`config.mk`:
```
export PLATFORM = sky130hd
export DESIGN_NAME = turfio_command_decoder
export DESIGN_NICKNAME = d
export VERILOG_FILES = /design/src/rtl/turfio_cmd_pkg.sv /design/src/rtl/turfio_cmd_msg_fifo.sv /design/src/rtl/turfio_command_decoder.sv
export SDC_FILE = /design/constraint.sdc
export NUM_CORES = 1
export LEC_CHECK = 0
export ABC_CLOCK_PERIOD_IN_PS = 3300
export BUFFER_PORTS_ARGS = -buffer_cell sky130_fd_sc_hd__buf_2
export CAP_MARGIN = 20
export CORE_UTILIZATION = 56
export DETAILED_ROUTE_END_ITERATION = 16
export PLACE_DENSITY = 0.91
export SYNTH_ARGS = -nofsm -noshare
export SYNTH_HDL_FRONTEND = slang
export SYNTH_HIERARCHICAL = 1
export SYNTH_SLANG_ARGS = --single-unit
```
`constraint.sdc`:
```
create_clock -name aclk_i -period 3.3 [get_ports aclk_i]
set_clock_uncertainty 0.15 [all_clocks]
set_input_delay 0 -clock aclk_i [delete_from_list [all_inputs] [get_ports aclk_i]]
set_output_delay 0 -clock aclk_i [all_outputs]
set_load 0.05 [all_outputs]
```
`src/rtl/turfio_cmd_pkg.sv`:
```
// Shared definitions for the TURFIO command decoder: command word field
// positions, run-command codes and the message frame state.
package turfio_cmd_pkg;

    // Command word field layout
    localparam int unsigned TRIG_TIME_LSB  = 0;
    localparam int unsigned TRIG_TIME_W    = 15;
    localparam int unsigned TRIG_VALID_BIT = 15;
    localparam int unsigned RUN_LSB        = 16;
    localparam int unsigned RUN_W          = 2;
    localparam int unsigned MSG_BYTE_LSB   = 18;
    localparam int unsigned MSG_BYTE_W     = 8;
    localparam int unsigned MSG_VALID_BIT  = 26;
    localparam int unsigned MSG_LAST_BIT   = 27;
    localparam int unsigned RSVD_LSB       = 28;
    localparam int unsigned RSVD_W         = 4;

    // Message FIFO entry: {last, byte}
    localparam int unsigned MSG_ENTRY_W    = MSG_BYTE_W + 1;

    typedef enum logic [1:0] {
        RUN_NONE  = 2'd0,
        RUN_SYNC  = 2'd1,
        RUN_RESET = 2'd2,
        RUN_STOP  = 2'd3
    } run_cmd_e;

    typedef enum logic {
        FRAME_IDLE = 1'b0,
        FRAME_OPEN = 1'b1
    } frame_state_e;

endpackage

```
`src/rtl/turfio_cmd_msg_fifo.sv`:
```
// Message byte FIFO with a registered head entry. A push into a full FIFO
// is only accepted when a pop happens in the same cycle.
module turfio_cmd_msg_fifo #(
    parameter int unsigned DEPTH = 4
) (
    input  logic                                   clk_i,
    input  logic                                   rst_ni,
    input  logic                                   push_i,
    input  logic [turfio_cmd_pkg::MSG_ENTRY_W-1:0] push_data_i,
    input  logic                                   pop_i,
    output logic [turfio_cmd_pkg::MSG_ENTRY_W-1:0] head_o,
    output logic                                   empty_o,
    output logic                                   full_o
);
    import turfio_cmd_pkg::*;

    localparam int unsigned AW = $clog2(DEPTH);
    localparam logic [AW:0] FULL_CNT = DEPTH[AW:0];

    logic [MSG_ENTRY_W-1:0] mem_q [DEPTH];
    logic [AW-1:0]          rd_ptr_q, rd_ptr_d;
    logic [AW-1:0]          wr_ptr_q, wr_ptr_d;
    logic [AW:0]            count_q, count_d;
    logic [MSG_ENTRY_W-1:0] head_q, head_d;
    logic                   pop, push_acc;

    assign empty_o  = (count_q == '0);
    assign full_o   = (count_q == FULL_CNT);
    assign pop      = pop_i && !empty_o;
    assign push_acc = push_i && (!full_o || pop);
    assign head_o   = head_q;

    // Pointer/occupancy next state; the head is taken from the incoming word
    // when the new read pointer lands on the slot being written this cycle.
    always_comb begin
        rd_ptr_d = rd_ptr_q;
        wr_ptr_d = wr_ptr_q;
        count_d  = count_q;
        if (pop) begin
            rd_ptr_d = rd_ptr_q + AW'(1);
        end
        if (push_acc) begin
            wr_ptr_d = wr_ptr_q + AW'(1);
        end
        case ({push_acc, pop})
            2'b10:   count_d = count_q + 1'b1;
            2'b01:   count_d = count_q - 1'b1;
            default: count_d = count_q;
        endcase
        if (push_acc && (rd_ptr_d == wr_ptr_q)) begin
            head_d = push_data_i;
        end else begin
            head_d = mem_q[rd_ptr_d];
        end
    end

    // Storage array, no reset needed: occupancy decides validity.
    always_ff @(posedge clk_i) begin
        if (push_acc) begin
            mem_q[wr_ptr_q] <= push_data_i;
        end
    end

    // Pointers, occupancy and head register.
    always_ff @(posedge clk_i or negedge rst_ni) begin
        if (!rst_ni) begin
            rd_ptr_q <= '0;
            wr_ptr_q <= '0;
            count_q  <= '0;
            head_q   <= '0;
        end else begin
            rd_ptr_q <= rd_ptr_d;
            wr_ptr_q <= wr_ptr_d;
            count_q  <= count_d;
            head_q   <= head_d;
        end
    end

endmodule

```
`src/rtl/turfio_command_decoder.sv`:
```
// TURFIO command decoder: splits each parallel command word into trigger,
// run-command and message-byte actions, frames message bytes into an
// AXI-Stream-like FIFO and tracks sticky error conditions.
module turfio_command_decoder #(
    parameter int unsigned MSG_FIFO_DEPTH = 4,
    parameter int unsigned MSG_TIMEOUT    = 255
) (
    input  logic        aclk_i,
    input  logic        aclk_rstn_i,
    input  logic [31:0] command_i,
    input  logic        command_valid_i,
    output logic        trig_o,
    output logic [14:0] trig_time_o,
    output logic [15:0] trig_count_o,
    output logic        run_sync_o,
    output logic        run_reset_o,
    output logic        run_stop_o,
    output logic [7:0]  m_msg_tdata,
    output logic        m_msg_tlast,
    output logic        m_msg_tvalid,
    input  logic        m_msg_tready,
    input  logic        err_clr_i,
    output logic        msg_overflow_o,
    output logic        frame_timeout_o,
    output logic [7:0]  rsvd_err_count_o
);
    import turfio_cmd_pkg::*;

    localparam logic [7:0] TMO_INIT = MSG_TIMEOUT[7:0];

    // Reset synchronizer: asserts asynchronously, releases after two edges.
    logic [1:0] rst_sync_q;
    logic       rst_n;

    // Field extraction
    logic                   rsvd_hit, word_ok;
    logic                   trig_valid, msg_valid, msg_last;
    logic [TRIG_TIME_W-1:0] trig_time;
    logic [MSG_BYTE_W-1:0]  msg_byte;
    run_cmd_e               run_cmd;

    // Frame FSM
    frame_state_e state_q, state_d;
    logic [7:0]   tmo_q, tmo_d;
    logic         term_push, tmo_event;

    // FIFO interface
    logic                   fifo_push, fifo_pop, fifo_empty, fifo_full, fifo_ovf;
    logic [MSG_ENTRY_W-1:0] fifo_wdata, fifo_head;

    // Output registers
    logic        trig_q, trig_d;
    logic [14:0] trig_time_q, trig_time_d;
    logic [15:0] trig_count_q, trig_count_d;
    logic        run_sync_q, run_sync_d;
    logic        run_reset_q, run_reset_d;
    logic        run_stop_q, run_stop_d;
    logic        ovf_q, ovf_d;
    logic        tmo_err_q, tmo_err_d;
    logic [7:0]  rsvd_cnt_q, rsvd_cnt_d;

    // Synchronize reset release to aclk_i.
    always_ff @(posedge aclk_i or negedge aclk_rstn_i) begin
        if (!aclk_rstn_i) begin
            rst_sync_q <= '0;
        end else begin
            rst_sync_q <= {rst_sync_q[0], 1'b1};
        end
    end
    assign rst_n = rst_sync_q[1];

    assign rsvd_hit   = command_valid_i && (command_i[RSVD_LSB +: RSVD_W] != '0);
    assign word_ok    = command_valid_i && (command_i[RSVD_LSB +: RSVD_W] == '0);
    assign trig_valid = command_i[TRIG_VALID_BIT];
    assign trig_time  = command_i[TRIG_TIME_LSB +: TRIG_TIME_W];
    assign run_cmd    = run_cmd_e'(command_i[RUN_LSB +: RUN_W]);
    assign msg_byte   = command_i[MSG_BYTE_LSB +: MSG_BYTE_W];
    assign msg_valid  = command_i[MSG_VALID_BIT];
    assign msg_last   = command_i[MSG_LAST_BIT];

    // Frame FSM next state: open on a non-last byte, close on a last byte,
    // abort after MSG_TIMEOUT accepted words carrying no byte.
    always_comb begin
        state_d   = state_q;
        tmo_d     = tmo_q;
        term_push = 1'b0;
        tmo_event = 1'b0;
        if (word_ok) begin
            case (state_q)
                FRAME_IDLE: begin
                    if (msg_valid && !msg_last) begin
                        state_d = FRAME_OPEN;
                        tmo_d   = TMO_INIT;
                    end
                end
                FRAME_OPEN: begin
                    if (msg_valid) begin
                        tmo_d = TMO_INIT;
                        if (msg_last) begin
                            state_d = FRAME_IDLE;
                        end
                    end else if (tmo_q == 8'd1) begin
                        state_d   = FRAME_IDLE;
                        tmo_d     = TMO_INIT;
                        term_push = 1'b1;
                        tmo_event = 1'b1;
                    end else begin
                        tmo_d = tmo_q - 8'd1;
                    end
                end
                default: state_d = FRAME_IDLE;
            endcase
        end
    end

    // Frame state and timeout counter registers.
    always_ff @(posedge aclk_i or negedge rst_n) begin
        if (!rst_n) begin
            state_q <= FRAME_IDLE;
            tmo_q   <= TMO_INIT;
        end else begin
            state_q <= state_d;
            tmo_q   <= tmo_d;
        end
    end

    assign fifo_push  = (word_ok && msg_valid) || term_push;
    assign fifo_wdata = term_push ? {1'b1, 8'h00} : {msg_last, msg_byte};
    assign fifo_pop   = !fifo_empty && m_msg_tready;
    assign fifo_ovf   = fifo_push && fifo_full && !fifo_pop;

    turfio_cmd_msg_fifo #(
        .DEPTH (MSG_FIFO_DEPTH)
    ) u_msg_fifo (
        .clk_i       (aclk_i),
        .rst_ni      (rst_n),
        .push_i      (fifo_push),
        .push_data_i (fifo_wdata),
        .pop_i       (fifo_pop),
        .head_o      (fifo_head),
        .empty_o     (fifo_empty),
        .full_o      (fifo_full)
    );

    assign m_msg_tvalid = !fifo_empty;
    assign m_msg_tlast  = fifo_head[MSG_BYTE_W];
    assign m_msg_tdata  = fifo_head[MSG_BYTE_W-1:0];

    // Trigger/run strobes and error bookkeeping; error events beat err_clr_i.
    always_comb begin
        trig_d       = 1'b0;
        trig_time_d  = trig_time_q;
        trig_count_d = trig_count_q;
        run_sync_d   = 1'b0;
        run_reset_d  = 1'b0;
        run_stop_d   = 1'b0;
        if (word_ok) begin
            if (trig_valid) begin
                trig_d       = 1'b1;
                trig_time_d  = trig_time;
                trig_count_d = trig_count_q + 16'd1;
            end
            case (run_cmd)
                RUN_SYNC:  run_sync_d  = 1'b1;
                RUN_RESET: run_reset_d = 1'b1;
                RUN_STOP:  run_stop_d  = 1'b1;
                default:   ;
            endcase
        end
        if (fifo_ovf) begin
            ovf_d = 1'b1;
        end else if (err_clr_i) begin
            ovf_d = 1'b0;
        end else begin
            ovf_d = ovf_q;
        end
        if (tmo_event) begin
            tmo_err_d = 1'b1;
        end else if (err_clr_i) begin
            tmo_err_d = 1'b0;
        end else begin
            tmo_err_d = tmo_err_q;
        end
        if (rsvd_hit) begin
            rsvd_cnt_d = (rsvd_cnt_q == 8'hFF) ? rsvd_cnt_q : rsvd_cnt_q + 8'd1;
        end else if (err_clr_i) begin
            rsvd_cnt_d = '0;
        end else begin
            rsvd_cnt_d = rsvd_cnt_q;
        end
    end

    // Output and error registers.
    always_ff @(posedge aclk_i or negedge rst_n) begin
        if (!rst_n) begin
            trig_q       <= 1'b0;
            trig_time_q  <= '0;
            trig_count_q <= '0;
            run_sync_q   <= 1'b0;
            run_reset_q  <= 1'b0;
            run_stop_q   <= 1'b0;
            ovf_q        <= 1'b0;
            tmo_err_q    <= 1'b0;
            rsvd_cnt_q   <= '0;
        end else begin
            trig_q       <= trig_d;
            trig_time_q  <= trig_time_d;
            trig_count_q <= trig_count_d;
            run_sync_q   <= run_sync_d;
            run_reset_q  <= run_reset_d;
            run_stop_q   <= run_stop_d;
            ovf_q        <= ovf_d;
            tmo_err_q    <= tmo_err_d;
            rsvd_cnt_q   <= rsvd_cnt_d;
        end
    end

    assign trig_o           = trig_q;
    assign trig_time_o      = trig_time_q;
    assign trig_count_o     = trig_count_q;
    assign run_sync_o       = run_sync_q;
    assign run_reset_o      = run_reset_q;
    assign run_stop_o       = run_stop_q;
    assign msg_overflow_o   = ovf_q;
    assign frame_timeout_o  = tmo_err_q;
    assign rsvd_err_count_o = rsvd_cnt_q;

endmodule

```
[After elaboration in Yosys (flattened, before gate mapping)]
Memories as Yosys holds them, arrays and structs flattened. A register that Yosys moved wholly into a read port is not among the register bits.
Cells that the tools add are included.
Operators by class
  reductions and logical operators: 26
  $add $sub $neg: 7
  eq/ne operators: 10
  bitwise gates (word level): 1
  mux-type cells: 32
Operator list (count)
  $mux 8: 6
  $mux 1: 21
  $add 16x1->16 const B: 1
  $pmux 8 s2: 1
  $logic_and 1x1->1: 9
  $mux 9: 1
  $add 8x1->8 const B: 1
  $eq 8x1->1 const B: 1
  $eq 8x8->1 const B: 1
  $reduce_bool 2->1: 4
  $sub 8x1->8 const B: 1
  $eq 2x2->1 const B: 3
  $pmux 3 s2: 1
  $reduce_and 2->1: 3
  $logic_not 1->1: 5
  $add 2x1->2 const B: 2
  $eq 2x1->1 const B: 2
  $logic_not 4->1: 1
  $ne 2x2->1 const B: 2
  $reduce_bool 4->1: 1
  $add 3x1->3 const B: 1
  $eq 3x3->1 const B: 1
  $logic_not 3->1: 1
  $sub 3x1->3 const B: 1
  4 further kinds: 5
Word-level totals
  memories kept: 1
  register bits after elaboration: 63
  logic and storage cells: 92
  memory bits (writable): 36
  bits of input ports: 37
  output and inout bits: 55
Memories
  u_msg_fifo.mem_q: depth 4, width 9, rd ports 1, clocked after memory_dff 1, wr ports 1, RTL line turfio_cmd_msg_fifo.sv:20  | logic [MSG_ENTRY_W-1:0] mem_q [DEPTH];

[Logic depth before layout (Yosys ltp)]
  depth after elaboration: 9
  gate-level depth with buffers: 13
  gate-level depth less buffers: 10

[By module]
Netlist, hierarchy kept.
By module, submodules not included
  turfio_cmd_msg_fifo: seq. area each 1481.4 um^2, times used 1, area each 2606.2 um^2, cells an instance 207
  turfio_command_decoder: seq. area each 1411.4 um^2, times used 1, area each 2576.2 um^2, cells an instance 222

[Least setup slack after synthesis]
No wires, ideal clock.
  path type: reg2reg
  start point: register tmo_q[0]
  end point: register u_msg_fifo.count_q[1]
  period minus slack after synthesis: 2.974 ns
  data arrival time: 2.737 ns
  data required time: 3.063 ns
  library setup time: 0.087 ns
  slack: 0.326 ns
  stages on the path, launching flop included: 11
  cells stage by stage: dfstp_2 > ha_1 > or3b_2 > nor3b_1 > o21a_1 > clkbuf_1 > nand2b_1 > fa_1 > nor3_1 > o21ai_0 > a22oi_1
On the way
  longest elaborated chain between the ends: 9
Ends and longest elaborated chain
  start: declaration: RTL line turfio_command_decoder.sv:44  | logic [7:0] tmo_q, tmo_d;
  start signal: assignment: RTL line turfio_command_decoder.sv:123  | tmo_q <= tmo_d;
  $eq 8x1->1 (*): RTL line turfio_command_decoder.sv:102  | end else if (tmo_q == 8'd1) begin
  $mux 1 (*): RTL line turfio_command_decoder.sv:102
  $mux 1 (*): RTL line turfio_command_decoder.sv:97  | if (msg_valid) begin
  $mux 1 (*): RTL line turfio_command_decoder.sv:89  | case (state_q)
  $mux 1 (*): RTL line turfio_command_decoder.sv:88  | if (word_ok) begin
  $logic_or 1x1->1 (*): RTL line turfio_command_decoder.sv:127  | assign fifo_push = (word_ok && msg_valid) || term_push;
  via fifo_push: RTL line turfio_command_decoder.sv:48  | logic fifo_push, fifo_pop, fifo_empty, fifo_full, fifo_ovf;
  $logic_and 1x1->1 (*): RTL line turfio_cmd_msg_fifo.sv:30  | assign push_acc = push_i && (!full_o || pop);
  $eq 2x1->1 / $eq 2x2->1 (equally long branches): RTL line turfio_cmd_msg_fifo.sv:45  | case ({push_acc, pop})
  $pmux 3 s2 / $reduce_bool 2->1 (equally long branches)
  end signal: assignment: RTL line turfio_cmd_msg_fifo.sv:74  | count_q <= count_d;
  end: declaration: RTL line turfio_cmd_msg_fifo.sv:23  | logic [AW:0] count_q, count_d;
Mark *: on every way through the listed nets, which the timed path passes. The rest lies on a longest branch.
A chain may end at the register's enable or synchronous reset.

[Worst setup path in the final report]
Ends and elaborated chain as after synthesis.

==> metrics.md <==
| Metric | Value |
|---|---|
| Status | `complete, no violations` |
| Reg2reg setup slack | `230 ps` |
| Largest family of logic cells by synthesized area | `simple AND/OR/NAND/NOR gates` |
| Diode count | `0` |
| CTS max path bufs | `2` |
| Global-route wire length before repair | `20,100 microns` |
| LEAKAGE | `2.80 nW` |
| Starting Density | `58.6%` |
| Post-synth EDFFs | `36` |
| Worst-path clk slew | `110 ps` |
| Final GP Congestion | `0.805` |
| Max-slew violations | `0` |
| Mux contribution to synthesized area | `7.99%` |
| Kind of critical path | `reg2reg` |
| Clk_lat worst skew | `380 ps` |
| Final Hold Vio Count | `0` |
| Vias | `4,064` |
| Switching Fraction | `41.9%` |
| Max-Cap Viols | `0` |
| Worst r2r src | `tmo_q[0]` |
| Net count after synthesis | `475` |
| Compound-Gate Fraction of Synth Area | `10.5%` |
| Fmax | `326 MHz` |
| Routed WL | `12,300 microns` |
| Vias per inst | `6.01` |
| Clock power share | `17.1%` |
| Die extent in y | `98.2 microns` |
| #FFs+latches synth | `108` |
| Number of global-route vias before repair | `4,205` |
| Pwr Total | `4.48 mW` |
| Adder-cell share of the synthesized area | `2.32%` |
| Synth Area per Inst | `12.1 sq um` |
| GR Util met1 | `30.0%` |
| Worst EP required | `3430 ps` |
| Synth async-reset ratio | `66.7%` |
| Min Tclk post-route | `3070 ps` |
| I/O Pins | `92` |
| Post-CTS setup buffers | `0` |
| Final Setup Violations | `0` |
| Min-Delay Path Class | `reg2async` |
| GRT Overall Usage | `26.8%` |
| Post-Synth XOR/XNOR Area | `4.06%` |
| Share of cells above drive strength 1 | `30.1%` |
| Slew @ Worst Pin | `608 ps` |
| Fin crit share | `92.9%` |
| Mapped cell area | `5180 sq um` |
| CTS Buf Count | `9` |
| ANT nets after route | `0` |
| Met2 Use GR | `50.1%` |
| Crit path DAT | `3200 ps` |
| 1st-pass router iterations | `7` |
| Htree depth | `3` |
| Wire per inst | `18.2 microns` |
| Synth Warn # | `6` |
| Pint | `2.60 mW` |
| PortBufs | `91` |
| Grt peak-use layer | `met2` |
| Rel. slew slack | `59.4%` |
| Drc violations | `0` |
| Sink Count | `108` |
| Distinct cells, synth | `62` |
| Power per standard cell area | `707 nW/um^2` |
| Synthesized instance count | `429` |
| GR Util met3 | `5.15%` |
| Core box area | `8850 sq um` |
| Fill cells | `571` |
| Fraction of the mapped netlist area in simple logic gates | `16.1%` |
| Sw Pwr | `1.87 mW` |
| CTS root buf | `clkbuf_8` |
| Gate power share | `41.8%` |
| Iter 0 DRT Violations | `236` |
| RSZ-0062 raised after global routing | `false` |
| FF-to-FF path depth | `10` |
| Chip width | `98.2 microns` |
| Seq pwr share | `41.1%` |
| # rows | `34` |
| Crit Reg-Reg Endpoint | `u_msg_fifo/count_q[1]` |
| Total Nets Final | `609` |
| Sequential share of the synthesized area | `55.8%` |
| Die footprint | `9640 sq um` |
| Most common flop cell mapped by yosys | `dfrtp_1` |
| Total gr overflow | `0` |
| Largest stage delay on the critical path | `580 ps` |
| CP cell instances | `ha_1, or3b_2, nor3b_2, o21a_1, buf_4, nand2b_1, fa_1, nor3_1, o21ai_0, a22oi_1` |
| Synth-to-layout area growth | `22.2%` |
| Crit-path max FO | `10` |
| Slowest cell on crit path | `dfstp_2` |
| Worst IR drop on VDD | `0.000414 V` |
| Post-Route Setup TNS | `0 ps` |
| Initial antenna violation count | `0` |
| Worst setup EP type | `flip-flop` |
| DPL Wire Length | `7690 microns` |
| Critical path launch point type | `flip-flop` |
| Largest net degree at the start of global routing | `44` |
| CTS tree | `built` |
## sequential cells by signal, indices dropped and copies added (netlist names), 2 cells and up
register / cells
tmo_q: 8
u_msg_fifo/head_o: 9
u_msg_fifo/rd_ptr_q: 2
u_msg_fifo/count_q: 3
trig_time_o: 15
u_msg_fifo/wr_ptr_q: 2
trig_count_o: 16
rsvd_err_count_o: 8
u_msg_fifo/mem_q: 36
rst_sync_q: 2
## cell type report
cell class | instances | area, sq um | share of cell area, %
clock buffer | 12 | 149 | 2.35
sequential | 108 | 2890 | 45.7
multi-input combinational | 289 | 2130 | 33.6
clock inverter | 4 | 31.3 | 0.494
tap | 108 | 135 | 2.13
inverter | 11 | 41.3 | 0.652
timing repair buffer | 144 | 956 | 15.1
## cells in the mapped netlist, types with 3 or more instances
cell type	n	share of area [%]
dfrtp_1	64	31
edfxtp_1	36	21
mux2_2	27	5.9
nand2_1	23	1.7
nor2_1	22	1.6
nor3_1	18	1.7
xnor2_1	16	2.7
nor2b_1	13	1.6
inv_1	11	0.80
a22oi_1	9	1.3
nand3_1	9	0.87
nand3b_1	9	1.3
o31ai_1	9	1.3
or3_1	9	1.1
dfstp_2	8	4.1
ha_1	8	1.9
mux2_1	8	1.7
o221ai_1	8	1.4
xor2_1	8	1.4
and3_1	7	0.84
buf_2	7	0.68
clkbuf_1	7	0.51
a21oi_1	6	0.58
and2_1	6	0.72
nand4_1	6	0.72
o21ai_0	6	0.58
buf_6	5	1.1
nand2b_1	5	0.60
nor4_1	4	0.48
a21o_1	3	0.43
nor3b_1	3	0.43
o211ai_1	3	0.43
o22ai_1	3	0.36
or2_2	3	0.36
## power by group through the flow
stage | logic, mW | registers, mW | clock network [mW]
after floorplan | 1.04 | 2.24 | 0
after global placement | 1.72 | 1.84 | 0
after detailed placement | 1.80 | 1.85 | 0
after CTS | 1.84 | 1.83 | 0.767
after global routing | 2.01 | 1.87 | 0.821
final | 1.87 | 1.84 | 0.766
## metal layers
layer  up-vias  wire length, microns
met3        27                   556
li1       1839                     -
met5         -                     0
met2       146                  6780
met1      2052                  4690
met4         0                   305
## cell usage in the layout (no fill, tap or decap), types with 10 or more instances in the layout
| master | count |
|---|---|
| buf_2 | 91 |
| dfrtp_1 | 63 |
| dlygate4sd3_1 | 41 |
| edfxtp_1 | 36 |
| mux2_2 | 27 |
| nand2_1 | 23 |
| nor2_1 | 22 |
| nor3_1 | 18 |
| xnor2_1 | 16 |
| nor2b_1 | 13 |
| buf_4 | 12 |
| inv_1 | 11 |
| clkbuf_8 | 10 |
## cell families (layout without fill, tap and decap cells)
kind of cell / after synthesis / in the layout
xor+xnor: 24 / 24
mux: 37 / 37
flops: 108 / 108
compound gates: 69 / 69
fa+ha+maj: 9 / 9
buf+inv: 32 / 171
other cells: 1 / 1
simple gates: 149 / 149
## per-stage QoR
step	util (%)	setup slack [ps]	hold WS, ps	cells	cell area (sq um)
2_1_floorplan	-	326	-446	429	5180
3_3_place_gp	64.9	377	-365	619	5740
3_5_place_dp	64.9	300	-362	619	5740
4_1_cts	71.5	262	55.1	676	6330
5_1_grt	71.6	36.8	75.6	676	6330
6_report	71.6	233	50.8	676	6330
## worst max-delay path by stage
stage | from | endpoint | slack (ps) | depth (start not counted)
after global placement | tmo_q[0] | u_msg_fifo/count_q[1] | 380 | 10
after floorplan | tmo_q[0] | u_msg_fifo/count_q[1] | 330 | 10
after detailed placement | tmo_q[0] | u_msg_fifo/count_q[1] | 300 | 10
after global routing | tmo_q[0] | u_msg_fifo/count_q[1] | 40 | 10
after CTS | tmo_q[0] | u_msg_fifo/count_q[1] | 260 | 10
final | tmo_q[0] | u_msg_fifo/count_q[1] | 230 | 10
## critical path, delay by kind of cell (launching register included)
kind,cells,cell delay [ps]
compound gates,3,470
simple gates,4,1020
fa+ha+maj,2,570
buf+inv,1,180
flops,1,580
## timing repair
| item | in CTS | in global routing |
|---|---|---|
| gates resized for setup | 0 | 1 |
| hold buffers | 41 | 0 |
| endpoints found under the setup margin | 0 | 1 |
| hold endpoints to repair | 70 | 0 |
(Power assumes the default switching activity.)
